<file path="config.mk">
export PLATFORM = sky130hd
export DESIGN_NAME = approx_adder_error_monitor
export DESIGN_NICKNAME = d
export VERILOG_FILES = /design/src/rtl/approx_adder_error_monitor.sv
export SDC_FILE = /design/constraint.sdc
export NUM_CORES = 1
export LEC_CHECK = 0
export CORE_UTILIZATION = 53
export CTS_CLUSTER_DIAMETER = 100
export DETAILED_ROUTE_END_ITERATION = 10
export GPL_TIMING_DRIVEN = 0
export PLACE_DENSITY = 0.75
export REMOVE_ABC_BUFFERS = 1
export SYNTH_ARGS = -nofsm -noshare
export SYNTH_HDL_FRONTEND = slang
export SYNTH_SLANG_ARGS = --single-unit
</file>
<file path="constraint.sdc">
create_clock -name clk -period 13.8 [get_ports clk]
set_input_delay 3.45 -clock clk [delete_from_list [all_inputs] [get_ports clk]]
set_output_delay 3.45 -clock clk [all_outputs]
set_load 0.02 [all_outputs]
</file>
<file path="src/rtl/approx_adder_error_monitor.sv">
// Streaming error statistics for approximate adders: recomputes the exact sum,
// forms the signed error and accumulates saturating count/bias/MSE/max counters.
module approx_adder_error_monitor #(
  parameter int WIDTH  = 16,
  parameter int CNT_W  = 32,
  parameter int ESUM_W = 40,
  parameter int SQ_W   = 56
) (
  input  logic              clk,
  input  logic              rst,
  input  logic              in_valid,
  output logic              in_ready,
  input  logic [WIDTH-1:0]  in_a,
  input  logic [WIDTH-1:0]  in_b,
  input  logic [WIDTH:0]    in_approx,
  input  logic              clear,
  output logic              stats_valid,
  output logic [CNT_W-1:0]  sample_count,
  output logic [CNT_W-1:0]  err_count,
  output logic [ESUM_W-1:0] err_sum,
  output logic [SQ_W-1:0]   sq_err_sum,
  output logic [WIDTH:0]    max_abs_err
);
  localparam int AW = WIDTH + 1;
  localparam int EW = WIDTH + 2;
  localparam int PW = 2 * AW;
  localparam int SW = ((ESUM_W > EW) ? ESUM_W : EW) + 1;

  typedef enum logic [1:0] {RUN, DRAIN, CLR} state_t;

  typedef struct packed {
    logic [EW-1:0] err;
    logic [AW-1:0] abs_err;
    logic [PW-1:0] sq;
  } s2_t;

  state_t state, state_nxt;
  logic [1:0]    vld_pipe;   // [0]=S1, [1]=S2
  logic [EW-1:0] s1_err;
  s2_t           s2;
  logic          accept;
  logic [AW-1:0] exact;
  logic [EW-1:0] err_c;
  logic [AW-1:0] abs_c;
  logic [SQ_W:0] sq_add;
  logic signed [SW-1:0] es_add, es_max, es_min;
  logic [ESUM_W-1:0]    es_sat;

  assign in_ready    = (state == RUN) && !rst;
  assign accept      = in_valid && in_ready;
  assign stats_valid = (state == RUN) && (vld_pipe == 2'b00);

  always_comb begin
    state_nxt = state;
    case (state)
      RUN:     if (clear) state_nxt = DRAIN;
      // S2 retires at the same edge CLR is entered, so only S1 must be empty
      DRAIN:   if (!vld_pipe[0]) state_nxt = CLR;
      CLR:     state_nxt = RUN;
      default: state_nxt = RUN;
    endcase
  end

  always_ff @(posedge clk) begin
    if (rst) state <= RUN;
    else     state <= state_nxt;
  end

  // S1: exact sum and signed error
  assign exact = {1'b0, in_a} + {1'b0, in_b};
  assign err_c = {1'b0, in_approx} - {1'b0, exact};

  // S2: magnitude fits in AW bits, so negate only the low bits
  assign abs_c = s1_err[EW-1] ? (~s1_err[AW-1:0] + AW'(1)) : s1_err[AW-1:0];

  always_ff @(posedge clk) begin
    if (rst) vld_pipe <= 2'b00;
    else     vld_pipe <= {vld_pipe[0], accept};
    if (accept) s1_err <= err_c;
    if (vld_pipe[0]) begin
      s2.err     <= s1_err;
      s2.abs_err <= abs_c;
      s2.sq      <= {{AW{1'b0}}, abs_c} * {{AW{1'b0}}, abs_c};
    end
  end

  // Saturating accumulators
  assign sq_add = {1'b0, sq_err_sum} + {{(SQ_W + 1 - PW){1'b0}}, s2.sq};
  assign es_max = {{(SW - ESUM_W + 1){1'b0}}, {(ESUM_W - 1){1'b1}}};
  assign es_min = ~es_max;
  assign es_add = {{(SW - ESUM_W){err_sum[ESUM_W-1]}}, err_sum}
                + {{(SW - EW){s2.err[EW-1]}}, s2.err};

  always_comb begin
    es_sat = es_add[ESUM_W-1:0];
    if (es_add > es_max)      es_sat = es_max[ESUM_W-1:0];
    else if (es_add < es_min) es_sat = es_min[ESUM_W-1:0];
  end

  always_ff @(posedge clk) begin
    if (rst || state == CLR) begin
      sample_count <= '0;
      err_count    <= '0;
      err_sum      <= '0;
      sq_err_sum   <= '0;
      max_abs_err  <= '0;
    end else if (vld_pipe[1]) begin
      if (!(&sample_count)) sample_count <= sample_count + CNT_W'(1);
      if (s2.err != '0 && !(&err_count)) err_count <= err_count + CNT_W'(1);
      err_sum    <= es_sat;
      sq_err_sum <= sq_add[SQ_W] ? {SQ_W{1'b1}} : sq_add[SQ_W-1:0];
      if (s2.abs_err > max_abs_err) max_abs_err <= s2.abs_err;
    end
  end
endmodule

</file>
==> impl_metrics.json <==
{
  "layout.cells.non_filler": 3392,
  "dieWidth_um": 212,
  "gr-total-overflow": 0,
  "clock-sinks": 265,
  "clk_latency_ps": 570,
  "highest_layer": "met4",
  "ys_ff_latch": 265,
  "netlist_instances": 2589,
  "crit_path_top_delay_cell": "xor2_1",
  "io_buffers": 231,
  "yosysTopAreaCell": "fa_1",
  "routed-via-count": 19026,
  "skew_ps": 18.7,
  "ys_top_cells_by_area": "fa_1 (18%), dfxtp_1 (15%), ha_1 (12%), edfxtp_1 (11%), inv_1 (5.7%)",
  "start_util_pct": 54.1,
  "finalInstanceArea_um2": 27400,
  "detail_route.vias_per_cell": 5.61,
  "die_height_um": 212,
  "place_worst_setup_slack_ps": 3470,
  "h-tree-depth": 1,
  "critPathMaxStageDelay_ps": 950,
  "path_depth": 27,
  "cts_root_buf": "clkbuf_16",
  "synth_mux_area_share_pct": 1.24,
  "drive_gt1_share_pct": 3.99,
  "worst_slew_pin_slew_ps": 1290,
  "met3_length_um": 3230,
  "grt.total_usage_pct": 26.2,
  "rsz0062_at_grt": "no",
  "yosys.cell_count.top_type": "inv_1",
  "num_antenna_cells": 0,
  "hpwl_um": 45600,
  "hold_viol_final": 0,
  "setup.worst_path.class": "reg2reg",
  "grt_pass1_wl_um": 95700,
  "num_io_pins": 232,
  "cp_common_cell": "fa_1",
  "grt_pass1_vias": 19251,
  "startpoint_type": "flop",
  "antenna_left": 0,
  "fin_nets": 3262,
  "wl_um": 58900,
  "wl_met1_um": 25900,
  "placed_cell_area_um2": 26300,
  "post-place-cells": 3334,
  "rows": 76,
  "num-fill-cells": 3627,
  "synth_simple_gate_area_share_pct": 13.5,
  "ys_seq_area_share_pct": 26.2,
  "drt_iter0_markers": 1384,
  "area_growth_syn_to_layout_pct": 16.7,
  "syn_area_per_cell_um2": 9.05,
  "reg2regPathDepth": 27,
  "synth_warnings": 0,
  "path_clk_slew_ps": 60,
  "required_ps": 14160,
  "clock.fmax_mhz": 93.8,
  "synth_top_family_by_area": "adder cells",
  "ys_async_sr_fraction_pct": 0,
  "synth_compound_area_share_pct": 15.3,
  "post-cts-setup-buffers": 0,
  "setup_total_negative_slack_ps": 0,
  "ys.flop_type": "dfxtp_1",
  "cts_resized": 0,
  "drt_pass1_iterations": 7,
  "drv_slew": 0,
  "endpoint_kind": "flop",
  "synth_edf_count": 84,
  "gp_congestion": 0.944,
  "worst-path-buf-inv": 5,
  "hp-class": "reg2reg",
  "slew_headroom_pct": 13.9,
  "synthDistinctLibCells": 79,
  "cts_buffer_depth": 3,
  "setup_viol": 0,
  "numCtsBuffers": 30,
  "setup_slack_ps": 3140,
  "synth_adder_area_share_pct": 29.4,
  "antenna_found_initial": 0,
  "grt_max_degree": 89,
  "wl_met2_um": 27800,
  "drcViolationCount": 0,
  "synth_top_area_share_pct": 17.8,
  "fp.coreArea_um2": 43400,
  "status": "finished clean",
  "cap_viol_max_count": 0,
  "hold_buffers": 0,
  "period_needed_ps": 10660,
  "critPathMaxFanout": 13,
  "synth.cell_area_um2": 23400,
  "cts_tree": "done",
  "crit_arrival_ps": 11020,
  "design.die.area_um2": 45100,
  "path_delay_family": "adder cells",
  "final.period_utilization_pct": 77.2,
  "synth_commonest_cells": "inv_1 (359), nor2_1 (230), ha_1 (217)",
  "wl_per_cell_um": 17.4,
  "synthXorXnorAreaFrac_pct": 6.95,
  "whs_path_depth": 1
}
[layout make-up]
type,count,area (um^2),share of cell area [%]
Clock buffer,42,878,3.21
Tap cell,585,732,2.68
Multi-Input combinational cell,1884,15700,57.2
Inverter,364,1370,4.99
Timing Repair Buffer,238,2420,8.86
Sequential cell,265,6150,22.5
Clock inverter,14,149,0.544
[metrics by stage]
stage / util [%] / hold WS [ps]
after global placement: 60.3 / 487
after global routing: 63.1 / 529
after detailed placement: 60.6 / 496
after CTS: 63.0 / 506
after floorplan: - / 448
final: 63.1 / 516
[cell usage in the layout (no fill, tap or decap), drive strengths merged, types with 15 or more instances in the layout]
cell type,synthesis,layout
nor2,230,230
edfxtp,84,84
or3,20,20
ha,217,217
and3,36,36
fa,209,209
nand3,51,51
and2,16,16
nor3,36,36
xor2,79,79
a21o,60,60
nor2b,22,22
a21oi,185,185
o211a,19,19
dfxtp,181,181
a31oi,24,24
nand2b,15,15
clkdlybuf4s50,0,231
inv,361,362
mux2i,25,25
a211oi,16,16
o21ai,152,152
nand4,29,29
xnor2,107,107
nand2,190,190
o21a,18,18
clkbuf,61,42
[metal layers]
| layer | vias up | track usage, % |
|---|---|---|
| met3 | 125 | 2.76 |
| met5 | - | 0 |
| met4 | 0 | 9.18 |
| met2 | 579 | 44.9 |
| li1 | 9146 | - |
| met1 | 9176 | 34.4 |
[sequential cells by signal, summed over array words and instances (netlist names)]
name,flops
vld_pipe,2
err_sum,40
sample_count,32
s1_err,18
max_abs_err,17
state,2
err_count,32
s2,66
sq_err_sum,56
[path summary, 6_finish.rpt]
check,start,endpoint,slack (ps)
max,s1_err[0],s2[32],3140
min,err_sum[20],err_sum[20],520
max reg2reg,s1_err[0],s2[32],3140
min reg2reg,err_sum[20],err_sum[20],520
[logic make-up after synthesis]
group / Yosys count
multiplexers: 28
buffers and inverters: 440
AO/OA/AOI/OAI: 558
flip-flops: 265
XOR/XNOR: 186
adder cells (fa/ha/maj): 426
AND/OR/NAND/NOR: 686
[worst reg2reg max path, delay by kind of cell, from the launching register on]
kind,cells,cell delay (ps)
buf+inv,5,1720
compound gates,10,2470
xor+xnor,1,950
fa+ha+maj,8,3860
flops,1,850
simple gates,3,630
Power is left out: the tool's default activity adds up to more than one toggle a clock period on the data nets, which glitch-free logic cannot reach.
